[src/rtl/ln_out_packer_if.sv]
// =============================================================================
// Module      : ln_out_packer_if
// Description : Byte-stream input and packed-word output handshake bundle
//               for ln_out_packer. The slave modport is the packer's view;
//               the master modport is the view of the surrounding logic.
// Revision    : 1.0 - initial release
// =============================================================================
`default_nettype none

interface ln_out_packer_if #(
   parameter int IN_WIDTH  = 8,
   parameter int OUT_WIDTH = 64
);
   localparam int c_LANES = OUT_WIDTH / IN_WIDTH;

   logic                 sData_valid;
   logic                 sData_ready;
   logic [IN_WIDTH-1:0]  sData_payload;
   logic                 sLast;
   logic                 mData_valid;
   logic                 mData_ready;
   logic [OUT_WIDTH-1:0] mData_payload;
   logic [c_LANES-1:0]   mKeep;
   logic                 mLast;

   modport master (
      output sData_valid, sData_payload, sLast, mData_ready,
      input  sData_ready, mData_valid, mData_payload, mKeep, mLast
   );

   modport slave (
      input  sData_valid, sData_payload, sLast, mData_ready,
      output sData_ready, mData_valid, mData_payload, mKeep, mLast
   );
endinterface

`default_nettype wire

[src/rtl/ln_out_packer.sv]
// =============================================================================
// Module      : ln_out_packer
// Description : Packs the int8 LayerNorm output stream into 64-bit words, one
//               token row at a time, generates the word-level last flag from
//               its own channel/token counters and flags upstream sLast
//               mismatches. Optional LN_PACK_BYTECOUNT_EN adds frame_bytes.
// Revision    : 1.0 - initial release
// =============================================================================
`default_nettype none

module ln_out_packer #(
   parameter int IN_WIDTH   = 8,
   parameter int OUT_WIDTH  = 64,
   parameter int FIFO_DEPTH = 2
) (
   input  wire logic        clk,
   input  wire logic        reset,
   input  wire logic        start,
   input  wire logic [9:0]  Channel_Nums,
   input  wire logic [19:0] Token_Nums,
`ifdef LN_PACK_BYTECOUNT_EN
   output logic [29:0]      frame_bytes,
`endif
   output logic             done,
   output logic             last_err,
   ln_out_packer_if.slave   io
);

   localparam int c_LANES  = OUT_WIDTH / IN_WIDTH;
   localparam int c_LANE_W = $clog2(c_LANES);
   localparam int c_PTR_W  = $clog2(FIFO_DEPTH);
   localparam int c_CNT_W  = c_PTR_W + 1;

   localparam logic [c_LANE_W-1:0] c_LANE_MAX  = c_LANE_W'(c_LANES - 1);
   localparam logic [c_CNT_W-1:0]  c_FIFO_FULL = c_CNT_W'(FIFO_DEPTH);

   localparam logic [1:0] c_IDLE  = 2'd0;
   localparam logic [1:0] c_RUN   = 2'd1;
   localparam logic [1:0] c_DRAIN = 2'd2;
   localparam logic [1:0] c_DONE  = 2'd3;

   logic [1:0]           r_state;
   logic [9:0]           r_ch_nums;
   logic [19:0]          r_tok_nums;
   logic [9:0]           r_ch_cnt;
   logic [19:0]          r_tok_cnt;
   logic [c_LANE_W-1:0]  r_lane;
   logic [OUT_WIDTH-1:0] r_pack;
   logic                 r_last_err;

   logic [OUT_WIDTH-1:0] r_fifo_data [FIFO_DEPTH];
   logic [c_LANES-1:0]   r_fifo_keep [FIFO_DEPTH];
   logic                 r_fifo_last [FIFO_DEPTH];
   logic [c_PTR_W-1:0]   r_wptr;
   logic [c_PTR_W-1:0]   r_rptr;
   logic [c_CNT_W-1:0]   r_count;

   logic                 w_start_ok;
   logic                 w_full;
   logic                 w_empty;
   logic                 w_accept;
   logic                 w_pop;
   logic                 w_row_end;
   logic                 w_last_row;
   logic                 w_final;
   logic                 w_push;
   logic [OUT_WIDTH-1:0] w_word;
   logic [c_LANES-1:0]   w_keep;

   assign w_start_ok = (r_state == c_IDLE) && start;
   assign w_full     = (r_count == c_FIFO_FULL);
   assign w_empty    = (r_count == '0);

   // Input is only taken while a flush can always find a free FIFO slot.
   assign io.sData_ready = (r_state == c_RUN) && !w_full;
   assign w_accept       = io.sData_valid && io.sData_ready;
   assign w_pop          = io.mData_valid && io.mData_ready;

   assign w_row_end  = (r_ch_cnt == r_ch_nums - 10'd1);
   assign w_last_row = (r_tok_cnt == r_tok_nums - 20'd1);
   assign w_final    = w_row_end && w_last_row;
   assign w_push     = w_accept && ((r_lane == c_LANE_MAX) || w_row_end);

   // Merge the incoming byte into the pack register; lanes above stay zero.
   always_comb begin
      w_word = r_pack;
      w_word[r_lane*IN_WIDTH +: IN_WIDTH] = io.sData_payload;
   end

   // Byte enables cover lanes 0..r_lane of the word being formed.
   always_comb begin
      w_keep = '0;
      for (int i = 0; i < c_LANES; i++) begin
         w_keep[i] = (c_LANE_W'(i) <= r_lane);
      end
   end

   // Frame sequencing: IDLE -> RUN -> DRAIN -> DONE, empty frames skip to DONE.
   always_ff @(posedge clk or negedge reset) begin
      if (!reset) begin
         r_state <= c_IDLE;
      end else begin
         case (r_state)
            c_IDLE: begin
               if (start) begin
                  if ((Channel_Nums == 10'd0) || (Token_Nums == 20'd0)) begin
                     r_state <= c_DONE;
                  end else begin
                     r_state <= c_RUN;
                  end
               end
            end
            c_RUN: begin
               if (w_accept && w_final) begin
                  r_state <= c_DRAIN;
               end
            end
            c_DRAIN: begin
               if (w_empty) begin
                  r_state <= c_DONE;
               end
            end
            default: begin
               r_state <= c_IDLE;
            end
         endcase
      end
   end

   // Frame geometry is captured once per accepted start.
   always_ff @(posedge clk or negedge reset) begin
      if (!reset) begin
         r_ch_nums  <= '0;
         r_tok_nums <= '0;
      end else if (w_start_ok) begin
         r_ch_nums  <= Channel_Nums;
         r_tok_nums <= Token_Nums;
      end
   end

   // Channel/token/lane counters and the partial-word pack register.
   always_ff @(posedge clk or negedge reset) begin
      if (!reset) begin
         r_ch_cnt  <= '0;
         r_tok_cnt <= '0;
         r_lane    <= '0;
         r_pack    <= '0;
      end else if (w_start_ok) begin
         r_ch_cnt  <= '0;
         r_tok_cnt <= '0;
         r_lane    <= '0;
         r_pack    <= '0;
      end else if (w_accept) begin
         if (w_push) begin
            r_lane <= '0;
            r_pack <= '0;
         end else begin
            r_lane <= r_lane + c_LANE_W'(1);
            r_pack <= w_word;
         end
         if (w_row_end) begin
            r_ch_cnt  <= '0;
            r_tok_cnt <= r_tok_cnt + 20'd1;
         end else begin
            r_ch_cnt  <= r_ch_cnt + 10'd1;
         end
      end
   end

   // Sticky flag: upstream sLast disagrees with the internal final-byte position.
   always_ff @(posedge clk or negedge reset) begin
      if (!reset) begin
         r_last_err <= 1'b0;
      end else if (w_start_ok) begin
         r_last_err <= 1'b0;
      end else if (w_accept && (io.sLast != w_final)) begin
         r_last_err <= 1'b1;
      end
   end

   // Output word FIFO storage and pointers; push and pop may coincide.
   always_ff @(posedge clk or negedge reset) begin
      if (!reset) begin
         for (int i = 0; i < FIFO_DEPTH; i++) begin
            r_fifo_data[i] <= '0;
            r_fifo_keep[i] <= '0;
            r_fifo_last[i] <= 1'b0;
         end
         r_wptr  <= '0;
         r_rptr  <= '0;
         r_count <= '0;
      end else begin
         if (w_push) begin
            r_fifo_data[r_wptr] <= w_word;
            r_fifo_keep[r_wptr] <= w_keep;
            r_fifo_last[r_wptr] <= w_final;
            r_wptr              <= r_wptr + c_PTR_W'(1);
         end
         if (w_pop) begin
            r_rptr <= r_rptr + c_PTR_W'(1);
         end
         r_count <= r_count + c_CNT_W'(w_push) - c_CNT_W'(w_pop);
      end
   end

`ifdef LN_PACK_BYTECOUNT_EN
   logic [29:0] r_frame_bytes;

   // Bytes accepted in the current frame; held after done until next start.
   always_ff @(posedge clk or negedge reset) begin
      if (!reset) begin
         r_frame_bytes <= '0;
      end else if (w_start_ok) begin
         r_frame_bytes <= '0;
      end else if (w_accept) begin
         r_frame_bytes <= r_frame_bytes + 30'd1;
      end
   end

   assign frame_bytes = r_frame_bytes;
`endif

   assign io.mData_valid   = !w_empty;
   assign io.mData_payload = r_fifo_data[r_rptr];
   assign io.mKeep         = r_fifo_keep[r_rptr];
   assign io.mLast         = r_fifo_last[r_rptr];
   assign done             = (r_state == c_DONE);
   assign last_err         = r_last_err;

endmodule

`default_nettype wire
[src/flat_wrapper.sv]
// flat-port wrapper written by rule: the top's interface ports become plain ports
module ln_out_packer_flat 
#(
   parameter int IN_WIDTH   = 8,
   parameter int OUT_WIDTH  = 64,
   parameter int FIFO_DEPTH = 2
)
  (clk, reset, start, Channel_Nums, Token_Nums, done, last_err, io_sData_valid, io_sData_payload, io_sLast, io_mData_ready, io_sData_ready, io_mData_valid, io_mData_payload, io_mKeep, io_mLast);
  ln_out_packer_if #(.IN_WIDTH(IN_WIDTH), .OUT_WIDTH(OUT_WIDTH)) io_i ();
  input  wire logic clk;
  input  wire logic reset;
  input  wire logic start;
  input  wire logic [9:0] Channel_Nums;
  input  wire logic [19:0] Token_Nums;
  output logic done;
  output logic last_err;
  input wire logic [$bits(io_i.sData_valid)-1:0] io_sData_valid;
  input wire logic [$bits(io_i.sData_payload)-1:0] io_sData_payload;
  input wire logic [$bits(io_i.sLast)-1:0] io_sLast;
  input wire logic [$bits(io_i.mData_ready)-1:0] io_mData_ready;
  output wire logic [$bits(io_i.sData_ready)-1:0] io_sData_ready;
  output wire logic [$bits(io_i.mData_valid)-1:0] io_mData_valid;
  output wire logic [$bits(io_i.mData_payload)-1:0] io_mData_payload;
  output wire logic [$bits(io_i.mKeep)-1:0] io_mKeep;
  output wire logic [$bits(io_i.mLast)-1:0] io_mLast;
  assign io_i.sData_valid = io_sData_valid;
  assign io_i.sData_payload = io_sData_payload;
  assign io_i.sLast = io_sLast;
  assign io_i.mData_ready = io_mData_ready;
  assign io_sData_ready = io_i.sData_ready;
  assign io_mData_valid = io_i.mData_valid;
  assign io_mData_payload = io_i.mData_payload;
  assign io_mKeep = io_i.mKeep;
  assign io_mLast = io_i.mLast;
  ln_out_packer #(.IN_WIDTH(IN_WIDTH), .OUT_WIDTH(OUT_WIDTH), .FIFO_DEPTH(FIFO_DEPTH)) u_core (.clk(clk), .reset(reset), .start(start), .Channel_Nums(Channel_Nums), .Token_Nums(Token_Nums), .done(done), .last_err(last_err), .io(io_i));
endmodule
[config.mk]
export PLATFORM = sky130hd
export DESIGN_NAME = ln_out_packer_flat
export DESIGN_NICKNAME = d
export VERILOG_FILES = /design/src/rtl/ln_out_packer_if.sv /design/src/rtl/ln_out_packer.sv /design/src/flat_wrapper.sv
export SDC_FILE = /design/constraint.sdc
export NUM_CORES = 1
export LEC_CHECK = 0
export BUFFER_PORTS_ARGS = -buffer_cell sky130_fd_sc_hd__clkbuf_2
export CAP_MARGIN = 0
export CORE_UTILIZATION = 30
export CTS_CLUSTER_SIZE = 14
export DETAILED_ROUTE_END_ITERATION = 16
export GPL_TIMING_DRIVEN = 0
export PLACE_DENSITY = 0.56
export SLEW_MARGIN = 0
export SYNTH_ARGS = -nofsm -noshare
export SYNTH_HDL_FRONTEND = slang
export SYNTH_SLANG_ARGS = --single-unit
[constraint.sdc]
create_clock -name clk -period 3.5 [get_ports clk]
set_input_delay 1.05 -clock clk [delete_from_list [all_inputs] [get_ports clk]]
set_output_delay 1.05 -clock clk [all_outputs]
set_load 0.01 [all_outputs]
==> impl_metrics.json <==
{
  "grt_max_degree": 112,
  "worst_pin_slew_ps": 1020,
  "synth_area_leaders": "dfrtp_1, nand2_1, o21ai_0",
  "gr-total-overflow": 0,
  "io_pins": 121,
  "postSynth.asyncResetShare": 1.00,
  "multi_input_area_sq_mm": 0.00627,
  "hold_viol": 0,
  "synth_seq_cells": 280,
  "die-area_sq_mm": 0.0461,
  "h-tree-depth": 1,
  "avgViaCountPerCell": 5.11,
  "synth_top_area_cell": "dfrtp_1",
  "seqCellArea_sq_mm": 0.00701,
  "grt_pass1_wl_um": 61400,
  "power.density_mw_per_mm2": 636,
  "yosysTopAreaCellShare": 0.516,
  "synth_area_sq_mm": 0.0136,
  "crit_required_ps": 4030,
  "status": "completed",
  "final_antenna_net_count": 0,
  "nNetsFinal": 1576,
  "start_util": 0.306,
  "total_power_w": 0.0104,
  "syn2layout_area_growth_pct": 20.8,
  "clkSlewWorstSetupHoldPaths_ps": 60,
  "grtUsageTotal": 0.167,
  "period_needed_ps": 3440,
  "drcViolationCount": 0,
  "ys_top_cells_by_count": "dfrtp_1, nand2_1, o21ai_0, mux2_2, clkbuf_1",
  "yosys_warnings": 0,
  "synth_edf_count": 0,
  "fin_tns_setup_ps": 0,
  "min_path_type": "reg2reg",
  "setup_viol": 0,
  "syn-num-nets": 1412,
  "fin_skew_ps": 25.4,
  "routed_wl_um": 38900,
  "wl_per_cell_um": 18.3,
  "synth_area_per_cell_sq_um": 10.0,
  "core_sq_mm": 0.0444,
  "path_class": "reg2reg",
  "setup.worst_path.start_class": "flop",
  "cts_buffers": 31,
  "route.vias.total": 10900,
  "rsz0062_at_grt": "true",
  "root_buffer": "clkbuf_16",
  "maxSlewHeadroom": 0.317,
  "nFillCells": 4459,
  "dpl.hpwl_um": 26900,
  "power_leakage_nw": 7.52,
  "cts_sinks": 280,
  "gp_congestion": 0.819,
  "setup_slack_ps": 58.9,
  "cap_violations": 0,
  "synth_most_common_cell": "dfrtp_1",
  "ys.flop_type": "dfrtp_1",
  "ir_worst_vdd_mv": 0.475,
  "slew_viol_final": 0,
  "max_freq_mhz": 291,
  "syn_inst": 1352,
  "fin_crit_sh": 0.983,
  "antenna_found_initial": 0,
  "drive_above_1_share": 0.211,
  "crit_arrival_ps": 3970,
  "cp_max_fo": 10,
  "clkLatencyLatePin_ps": 590,
  "first_pass_iters": 5,
  "grt_pass1_vias": 10500,
  "postCtsHoldBufs": 0,
  "die_y_um": 215,
  "cts_tree": "built",
  "portBuffers": 120,
  "post-place-ws_ps": -865,
  "synth_cell_type_count": 63,
  "crit_path_end_kind": "flop",
  "clockBufferDepth": 3,
  "fp.dieW_um": 215,
  "placementRows": 77,
  "diodes": 0,
  "drtIter0Drc": 803,
  "timing.hold.ws_ps": 474,
  "synth-seq-area-share": 0.516
}
-- what timing repair did --
item | in CTS | in global routing
cloned | 0 | 0
gates resized for setup | 34 | 33
pin swaps | 2 | 7
endpoints found under the setup margin | 283 | 210
setup buffers | 3 | 6
-- state kept, by name, indices dropped and copies added (netlist names) --
| name | cells |
|---|---|
| u_core.r_fifo_data | 128 |
| u_core.r_pack | 64 |
| u_core.r_tok_cnt | 20 |
| u_core.r_tok_nums | 20 |
| u_core.r_fifo_keep | 16 |
| u_core.r_ch_cnt | 10 |
| u_core.r_ch_nums | 10 |
| u_core.r_lane | 3 |
| u_core.r_count | 2 |
| u_core.r_fifo_last | 2 |
| u_core.r_state | 2 |
| u_core.last_err | 1 |
| u_core.r_rptr | 1 |
| u_core.r_wptr | 1 |
-- per-stage QoR --
step                      utilization  instances  instance area, sq um
after floorplan                     -       1352                 13600
after global placement          0.336       2064                 14900
after detailed placement        0.338       2067                 15000
after CTS                       0.366       2126                 16200
after global routing            0.369       2131                 16400
final                           0.369       2131                 16400
-- final cells by class --
class / instances / area share
buffer: 87 / 0.0265
clock buffer: 41 / 0.0545
clock inverter: 15 / 0.0122
inverter: 24 / 0.00549
multi-input combinational: 960 / 0.383
sequential: 280 / 0.427
tap: 592 / 0.0452
timing repair buffer: 132 / 0.0463
-- worst max-delay path, stage by stage (launching register included) --
cell and delay (ps):
dfrtp_1 420, inv_1 100, ha_1 250, a21boi_0 300, and2_1 170, clkbuf_1 430, nand2_1 290, clkbuf_1 470
nor4_2 720, a22o_1 240
-- power breakdown --
| part | leakage [nW] | switching (W) | internal [W] | total (W) |
|---|---|---|---|---|
| clock | 0.532 | 0.00140 | 0.00209 | 0.00348 |
| sequential | 3.85 | 0.000355 | 0.00356 | 0.00391 |
| combinational | 3.14 | 0.00184 | 0.00119 | 0.00303 |
| total | 7.52 | 0.00359 | 0.00684 | 0.0104 |
-- cells by family after synthesis --
family | count (synthesis) | share of synthesized area
AOI/OAI and AO/OA | 300 | 0.142
xor gates and xnor gates | 45 | 0.0296
adders and majority gates | 16 | 0.0147
buffers and inverters | 112 | 0.0327
DFF | 280 | 0.516
muxes | 136 | 0.107
and+or+nand+nor | 463 | 0.158
-- final timing paths --
kind / cells after the start / to / slack [ps] / from
max in group asynchronous: 3 / u_core.r_ch_nums[1] / 2080 / reset
min reg2reg: 2 / u_core.r_fifo_last[1] / 470 / u_core.r_fifo_last[1]
min: 2 / u_core.r_fifo_last[1] / 470 / u_core.r_fifo_last[1]
min in group asynchronous: 2 / u_core.r_fifo_data[72] / 520 / reset
max: 9 / u_core.r_pack[15] / 60 / u_core.r_state[1]
max reg2reg: 9 / u_core.r_pack[15] / 60 / u_core.r_state[1]
-- layer usage --
metal	vias up	part of all wire	wire length (um)	track usage
li1	5118	-	-	-
met1	5441	0.47	18200	0.239
met2	280	0.46	18100	0.266
met3	49	0.049	1890	0.0245
met4	0	0.018	713	0.0348
met5	-	0	0	0
-- cell usage in the layout, fill, tap and decap left out, types with 20 or more instances in the layout --
| cell | count |
|---|---|
| nor2_1 | 42 |
| inv_1 | 23 |
| xnor2_1 | 30 |
| mux2_2 | 75 |
| clkbuf_1 | 51 |
| a22o_1 | 66 |
| clkbuf_16 | 31 |
| nor3_1 | 20 |
| clkbuf_2 | 136 |
| mux2i_1 | 61 |
| dfrtp_1 | 280 |
| nand2_1 | 273 |
| o21ai_0 | 171 |
Power figures use the tool's default switching activity.
